## src/rtl/mdu_pkg.sv

```systemverilog
// Shared constants, func3 encodings and FSM state type for the M-extension
// divide unit.
package mdu_pkg;

    localparam int unsigned XLEN      = 32;
    localparam int unsigned TAG_W     = 5;
    localparam int unsigned DIV_ITERS = 32;

    localparam logic [2:0] FUNC3_DIV  = 3'b100;
    localparam logic [2:0] FUNC3_DIVU = 3'b101;
    localparam logic [2:0] FUNC3_REM  = 3'b110;
    localparam logic [2:0] FUNC3_REMU = 3'b111;

    typedef enum logic [1:0] {
        IDLE,
        CALC,
        DONE
    } div_state_e;

    // Unlisted func3 codes fall through to DIVU: unsigned, quotient.
    function automatic logic is_signed_op(input logic [2:0] f3);
        return (f3 == FUNC3_DIV) || (f3 == FUNC3_REM);
    endfunction

    function automatic logic is_rem_op(input logic [2:0] f3);
        return (f3 == FUNC3_REM) || (f3 == FUNC3_REMU);
    endfunction

endpackage

```

## src/rtl/div_unit_if.sv

```systemverilog
// Request/response bundle between the execute stage (master) and the
// divide unit (slave).
interface div_unit_if;
    import mdu_pkg::*;

    logic             start;
    logic             kill;
    logic [2:0]       func3;
    logic [XLEN-1:0]  dividend;
    logic [XLEN-1:0]  divisor;
    logic [TAG_W-1:0] tag_in;
    logic             busy;
    logic             done;
    logic [XLEN-1:0]  result;
    logic [TAG_W-1:0] tag_out;

    modport master (
        output start, kill, func3, dividend, divisor, tag_in,
        input  busy, done, result, tag_out
    );

    modport slave (
        input  start, kill, func3, dividend, divisor, tag_in,
        output busy, done, result, tag_out
    );

endinterface

```

## src/rtl/div_abs.sv

```systemverilog
// Conditional two's-complement negate; used for operand magnitudes and for
// the final sign fix of quotient/remainder.
module div_abs
    import mdu_pkg::*;
(
    input  logic [XLEN-1:0] in,
    input  logic            neg_en,
    output logic [XLEN-1:0] out
);

    assign out = neg_en ? -in : in;

endmodule

```

## src/rtl/div_unit.sv

```systemverilog
// Iterative radix-2 restoring divider for DIV/DIVU/REM/REMU.
// Define DIV_EARLY_OUT_EN to finish divide-by-zero and signed overflow in one cycle.
module div_unit
    import mdu_pkg::*;
(
    input  logic       clk,
    input  logic       rst,
    div_unit_if.slave  bus
);

    div_state_e       state_q, state_d;
    logic [4:0]       count_q, count_d;
    logic [XLEN:0]    rem_q, rem_d;
    logic [XLEN-1:0]  quo_q, quo_d;
    logic [XLEN-1:0]  dvs_q, dvs_d;
    logic [2:0]       func3_q, func3_d;
    logic             qsign_q, qsign_d;
    logic             rsign_q, rsign_d;
    logic             spec_q, spec_d;
    logic [XLEN-1:0]  spec_res_q, spec_res_d;
    logic [TAG_W-1:0] tag_hold_q, tag_hold_d;
    logic [XLEN-1:0]  result_q, result_d;
    logic [TAG_W-1:0] tag_q, tag_d;

    logic             in_signed, in_rem;
    logic [XLEN-1:0]  dvd_mag, dvs_mag;
    logic             spec_hit;
    logic [XLEN-1:0]  spec_res;
    logic [XLEN:0]    shifted, diff, rem_step;
    logic [XLEN-1:0]  quo_step, raw_res, fixed_res;
    logic             fix_neg;

    assign in_signed = is_signed_op(bus.func3);
    assign in_rem    = is_rem_op(bus.func3);

    div_abs u_abs_dividend (
        .in     (bus.dividend),
        .neg_en (in_signed & bus.dividend[XLEN-1]),
        .out    (dvd_mag)
    );

    div_abs u_abs_divisor (
        .in     (bus.divisor),
        .neg_en (in_signed & bus.divisor[XLEN-1]),
        .out    (dvs_mag)
    );

    // Special cases are resolved from the raw operands at start time.
    always_comb begin
        spec_hit = 1'b0;
        spec_res = '0;
        if (bus.divisor == '0) begin
            spec_hit = 1'b1;
            spec_res = in_rem ? bus.dividend : '1;
        end else if (in_signed && bus.dividend == {1'b1, {(XLEN-1){1'b0}}} &&
                     bus.divisor == '1) begin
            spec_hit = 1'b1;
            spec_res = in_rem ? '0 : {1'b1, {(XLEN-1){1'b0}}};
        end
    end

    // One restoring step: shift {rem, quo}, trial-subtract the divisor.
    assign shifted  = {rem_q[XLEN-1:0], quo_q[XLEN-1]};
    assign diff     = shifted - {1'b0, dvs_q};
    assign rem_step = diff[XLEN] ? shifted : diff;
    assign quo_step = {quo_q[XLEN-2:0], ~diff[XLEN]};

    assign raw_res = is_rem_op(func3_q) ? rem_step[XLEN-1:0] : quo_step;
    assign fix_neg = is_signed_op(func3_q) & (is_rem_op(func3_q) ? rsign_q : qsign_q);

    div_abs u_sign_fix (
        .in     (raw_res),
        .neg_en (fix_neg),
        .out    (fixed_res)
    );

    always_comb begin
        state_d    = state_q;
        count_d    = count_q;
        rem_d      = rem_q;
        quo_d      = quo_q;
        dvs_d      = dvs_q;
        func3_d    = func3_q;
        qsign_d    = qsign_q;
        rsign_d    = rsign_q;
        spec_d     = spec_q;
        spec_res_d = spec_res_q;
        tag_hold_d = tag_hold_q;
        result_d   = result_q;
        tag_d      = tag_q;

        unique case (state_q)
            IDLE: begin
                if (bus.start && !bus.kill) begin
                    func3_d    = bus.func3;
                    dvs_d      = dvs_mag;
                    quo_d      = dvd_mag;
                    rem_d      = '0;
                    count_d    = '0;
                    qsign_d    = bus.dividend[XLEN-1] ^ bus.divisor[XLEN-1];
                    rsign_d    = bus.dividend[XLEN-1];
                    spec_d     = spec_hit;
                    spec_res_d = spec_res;
                    tag_hold_d = bus.tag_in;
`ifdef DIV_EARLY_OUT_EN
                    if (spec_hit) begin
                        state_d  = DONE;
                        result_d = spec_res;
                        tag_d    = bus.tag_in;
                    end else begin
                        state_d = CALC;
                    end
`else
                    state_d = CALC;
`endif
                end
            end
            CALC: begin
                rem_d   = rem_step;
                quo_d   = quo_step;
                count_d = count_q + 5'd1;
                if (count_q == 5'(DIV_ITERS - 1)) begin
                    state_d  = DONE;
                    result_d = spec_q ? spec_res_q : fixed_res;
                    tag_d    = tag_hold_q;
                end
            end
            DONE: begin
                state_d = IDLE;
            end
            default: begin
                state_d = IDLE;
            end
        endcase

        // A flush discards the op without touching the visible result.
        if (bus.kill) begin
            state_d  = IDLE;
            result_d = result_q;
            tag_d    = tag_q;
        end
    end

    always_ff @(posedge clk) begin
        if (rst) begin
            state_q    <= IDLE;
            count_q    <= '0;
            rem_q      <= '0;
            quo_q      <= '0;
            dvs_q      <= '0;
            func3_q    <= '0;
            qsign_q    <= 1'b0;
            rsign_q    <= 1'b0;
            spec_q     <= 1'b0;
            spec_res_q <= '0;
            tag_hold_q <= '0;
            result_q   <= '0;
            tag_q      <= '0;
        end else begin
            state_q    <= state_d;
            count_q    <= count_d;
            rem_q      <= rem_d;
            quo_q      <= quo_d;
            dvs_q      <= dvs_d;
            func3_q    <= func3_d;
            qsign_q    <= qsign_d;
            rsign_q    <= rsign_d;
            spec_q     <= spec_d;
            spec_res_q <= spec_res_d;
            tag_hold_q <= tag_hold_d;
            result_q   <= result_d;
            tag_q      <= tag_d;
        end
    end

    assign bus.busy    = (state_q != IDLE);
    assign bus.done    = (state_q == DONE);
    assign bus.result  = result_q;
    assign bus.tag_out = tag_q;

endmodule

```

## src/flat_wrapper.sv

```systemverilog
// flat-port wrapper written by rule: the top's interface ports become plain ports
module div_unit_flat import mdu_pkg::*;
  (clk, rst, bus_start, bus_kill, bus_func3, bus_dividend, bus_divisor, bus_tag_in, bus_busy, bus_done, bus_result, bus_tag_out);
  div_unit_if bus_i ();
  input  logic clk;
  input  logic rst;
  input wire logic [$bits(bus_i.start)-1:0] bus_start;
  input wire logic [$bits(bus_i.kill)-1:0] bus_kill;
  input wire logic [$bits(bus_i.func3)-1:0] bus_func3;
  input wire logic [$bits(bus_i.dividend)-1:0] bus_dividend;
  input wire logic [$bits(bus_i.divisor)-1:0] bus_divisor;
  input wire logic [$bits(bus_i.tag_in)-1:0] bus_tag_in;
  output wire logic [$bits(bus_i.busy)-1:0] bus_busy;
  output wire logic [$bits(bus_i.done)-1:0] bus_done;
  output wire logic [$bits(bus_i.result)-1:0] bus_result;
  output wire logic [$bits(bus_i.tag_out)-1:0] bus_tag_out;
  assign bus_i.start = bus_start;
  assign bus_i.kill = bus_kill;
  assign bus_i.func3 = bus_func3;
  assign bus_i.dividend = bus_dividend;
  assign bus_i.divisor = bus_divisor;
  assign bus_i.tag_in = bus_tag_in;
  assign bus_busy = bus_i.busy;
  assign bus_done = bus_i.done;
  assign bus_result = bus_i.result;
  assign bus_tag_out = bus_i.tag_out;
  div_unit u_core (.clk(clk), .rst(rst), .bus(bus_i));
endmodule
```

## config.mk

```make
export PLATFORM = sky130hd
export DESIGN_NAME = div_unit_flat
export DESIGN_NICKNAME = d
export VERILOG_FILES = /design/src/rtl/mdu_pkg.sv /design/src/rtl/div_unit_if.sv /design/src/rtl/div_abs.sv /design/src/rtl/div_unit.sv /design/src/flat_wrapper.sv
export SDC_FILE = /design/constraint.sdc
export NUM_CORES = 1
export LEC_CHECK = 0
export BUFFER_PORTS_ARGS = -buffer_cell sky130_fd_sc_hd__buf_2
export CORE_MARGIN = 2
export CORE_UTILIZATION = 50
export CTS_BUF_LIST = sky130_fd_sc_hd__clkbuf_8
export CTS_CLUSTER_SIZE = 28
export DETAILED_ROUTE_END_ITERATION = 8
export GPL_TIMING_DRIVEN = 0
export PLACE_DENSITY = 0.69
export SLEW_MARGIN = 20
export SYNTH_ARGS = -nofsm -noshare
export SYNTH_HDL_FRONTEND = slang
export SYNTH_SLANG_ARGS = --single-unit
```

## constraint.sdc

```tcl
create_clock -name clk -period 6.2 [get_ports clk]
set_input_delay 0.93 -clock clk [delete_from_list [all_inputs] [get_ports clk]]
set_output_delay 0.93 -clock clk [all_outputs]
set_load 0.01 [all_outputs]
```

==> flow_summary.yaml <==
outcome:
  outcome: "finished clean"
global_routing:
  grt_max_degree: 21
  grt.overflow.total: 0
  grt_first_pass_wirelength_um: 72800
  track_usage_pct: 35.4
  first_global_vias: 12500
  antenna_found_initial: 0
power_and_ir_drop:
  p_comb_share_pct: 25.4
  power_frac_seq_pct: 43.2
  p_leak_nw: 5.20
  power_frac_clock_pct: 31.4
  p_sw_mw: 1.06
  switching_share_pct: 37.0
  power.internal_mw: 1.81
  powerDensity_mw_per_mm2: 201
  ir_drop_mv: 0.112
sta:
  hold_viol_final: 0
  worst_pin_slew_ns: 1.04
  skew_ns: 0.0186
  period_minus_slack_ns: 5.65
  rsz0062_at_grt: "no"
  slew_viol_final: 0
  timing.final.ws_setup_ns: 0.549
  whs_ns: 0.456
  fmax_mhz: 177
  setup_viol: 0
  max-slew-margin-rel_pct: 29.8
  tns_ns: 0
  fin_crit_sh_pct: 91.1
synthesis:
  yosysUniqueCellTypes: 100
  yosysTopAreaCell: "dfxtp_1"
  synth.most_common_cell: "nand2_1"
  synth_area_mm2: 0.0129
  synthSimpleGateAreaFrac_pct: 23.5
  synth_mux_area_share_pct: 1.32
  synth_xor_area_share_pct: 6.53
  ys_top_cells_by_count: "nand2_1, dfxtp_1, nor2_1, a21oi_1, o21ai_0"
  synth-main-ff-cell: "dfxtp_1"
  netlist_instances: 1724
  synth_compound_area_share_pct: 30.0
  synth_top_area_share_pct: 28.4
  syn_nets: 1839
  synth_adder_area_share_pct: 3.85
  yosysSeqAreaShare_pct: 28.4
  synthArstFlopShare_pct: 0
  synth_edf_count: 0
  synth_top_family_by_area: "compound AO/OA/AOI/OAI gates"
  synth.area.top_cells: "dfxtp_1, a21oi_1, nand2_1"
  avgSynthCellArea_um2: 7.47
  synth_seq_cells: 183
  synth_warnings: 0
setup_path:
  reg2reg_from: "u_core.quo_q[31]$_SDFFE_PP0P_"
  required_ns: 6.56
  worst_setup_path_end_kind: "flop"
  r2r_cells: 24
  rr_endpoint: "u_core.bus.result[20]$_SDFFE_PP0P_"
  path_max_fanout: 10
  critPathArrivalTime_ns: 6.01
  ff2ff_setup_slack_ns: 0.55
  critical_path.startpoint: "u_core.quo_q[31]$_SDFFE_PP0P_"
  cp-endpoint: "u_core.bus.result[20]$_SDFFE_PP0P_"
  criticalPathCategory: "flop to flop"
  start_kind: "flop"
floorplan:
  core_mm2: 0.0253
  die_h_um: 164
  die_w_um: 164
  start_util_pct: 51.0
  io_pins: 115
  num_rows: 58
  dieArea_mm2: 0.0271
layout:
  fillers: 2543
  regArea_mm2: 0.00366
  antenna_cells: 0
  layout.nets: 1971
  syn2layout_area_growth_pct: 11.0
  drive_above_1_share_pct: 12.1
  fin_area_mm2: 0.0143
  multi_input_area_mm2: 0.00840
routing:
  viasPerCell: 6.39
  ant_nets: 0
  vias: 14000
  routedWlPerCell_um: 22.1
  drt_pass1_iterations: 5
  wl_um: 48500
  drc: 0
  drt_first_iter_violations: 1628
clock_network:
  holdBufCountCts: 0
  cts_max_level: 4
  numCtsBuffers: 17
  clkLatencyLatePin_ns: 0.50
  ctsResizeCount: 0
  cts_sinks: 183
  cts_buffer_depth: 2
  cts_tree: "yes"
  post_cts_buffers: 0
  clk_pin_slew_worst_paths_ns: 0.12
  cts-root-buf: "clkbuf_8"
place:
  io_buffers: 113
  dpl_cell_area_mm2: 0.0139
  gp_congestion: 1.03
  dp_hpwl_um: 38300
  dp_slack_ns: 0.777
job:
  cap_violations: 0
min_path:
  hold_path_class: "flop to flop"
==> cell usage in the layout (no fill, tap or decap), types with 9 or more instances in the layout <==
cell	instances
a311oi_1	10
o211ai_1	52
or4_1	9
dfxtp_1	183
clkbuf_8	27
xor2_1	43
a22oi_1	32
a21oi_1	175
clkbuf_1	87
inv_1	53
a21o_1	10
nor3_1	32
a211oi_1	37
o21a_1	13
mux2i_1	17
nand2b_1	9
nand4_1	23
a31oi_1	51
o21ai_0	104
or3_1	22
nor4_1	22
nand3_1	37
o31ai_1	9
xnor2_1	53
nand2_1	218
buf_2	121
and2_1	18
buf_4	10
ha_1	38
nor2_1	176
==> through the flow <==
| stage | instances | power [mW] | util (%) |
|---|---|---|---|
| floorplan | 1724 | 1.73 | - |
| global placement | 2167 | 1.96 | 54.9 |
| detailed placement | 2167 | 1.97 | 54.9 |
| CTS | 2199 | 2.85 | 56.6 |
| global route | 2199 | 2.97 | 56.6 |
| finish | 2199 | 2.87 | 56.6 |
==> registers in the layout, summed over array words and instances, names as in the netlist <==
signal	flops
u_core.bus.result	32
u_core.dvs_q	32
u_core.quo_q	32
u_core.rem_q	32
u_core.spec_res_q	32
u_core.bus.tag_out	5
u_core.count_q	5
u_core.tag_hold_q	5
u_core.func3_q	3
u_core.state_q	2
u_core.qsign_q	1
u_core.rsign_q	1
u_core.spec_q	1
==> area by class of cell <==
| type | count | share of cell area (%) |
|---|---|---|
| tap | 330 | 2.89 |
| timing repair buffer | 113 | 3.96 |
| multi-input combinational | 1367 | 58.8 |
| clock inverter | 15 | 1.39 |
| sequential | 183 | 25.6 |
| buffer | 121 | 4.32 |
| inverter | 53 | 1.39 |
| clock buffer | 17 | 1.64 |
==> metal layers <==
metal / track usage, % / wire, um
met5: 0 / 0
met3: 5.05 / 4560
met2: 54.7 / 21300
met4: 10.9 / 1460
met1: 51.0 / 21300
==> cell families after synthesis <==
kind of cell / Yosys count
multiplexers: 17
AND/OR/NAND/NOR: 631
buffers and inverters: 174
flip-flops: 183
AO/OA/AOI/OAI: 584
adder cells (fa/ha/maj): 39
XOR/XNOR: 96
==> how the worst min path moves through the flow <==
stage                     cells after the start                            endpoint                          startpoint
after detailed placement                      2  u_core.spec_res_q[20]$_SDFFE_PP0P_  u_core.spec_res_q[20]$_SDFFE_PP0P_
after global placement                        2  u_core.bus.result[16]$_SDFFE_PP0P_  u_core.bus.result[16]$_SDFFE_PP0P_
after CTS                                     2  u_core.spec_res_q[20]$_SDFFE_PP0P_  u_core.spec_res_q[20]$_SDFFE_PP0P_
after floorplan                               2  u_core.spec_res_q[10]$_SDFFE_PP0P_  u_core.spec_res_q[10]$_SDFFE_PP0P_
after global routing                          2   u_core.bus.result[5]$_SDFFE_PP0P_   u_core.bus.result[5]$_SDFFE_PP0P_
final                                         2   u_core.bus.result[5]$_SDFFE_PP0P_   u_core.bus.result[5]$_SDFFE_PP0P_
==> worst max-delay path, cell delays in order, from the launching register on <==
cell	delay, ns
dfxtp_1	0.40
inv_1	0.08
ha_1	0.20
inv_1	0.07
fa_1	0.44
a211oi_2	0.28
o211ai_1	0.17
nand3_1	0.17
a21boi_2	0.12
o21a_4	0.27
nor2_2	0.24
buf_4	0.27
buf_4	0.24
buf_2	0.33
mux2i_1	0.27
nor2_1	0.06
a21oi_1	0.18
ha_1	0.20
o21ai_0	0.15
a31oi_4	0.27
o2111ai_4	0.23
o31ai_1	0.35
xor2_1	0.27
a21o_1	0.18
a21oi_1	0.06
==> power groups by stage <==
stage / logic [mW] / clock network [mW] / registers [mW]
finish: 0.729 / 0.900 / 1.24
detailed placement: 0.705 / 0 / 1.26
CTS: 0.708 / 0.900 / 1.24
global placement: 0.698 / 0 / 1.26
global route: 0.783 / 0.939 / 1.24
floorplan: 0.482 / 0 / 1.25
Note: power is estimated with default switching activity, not from simulation.
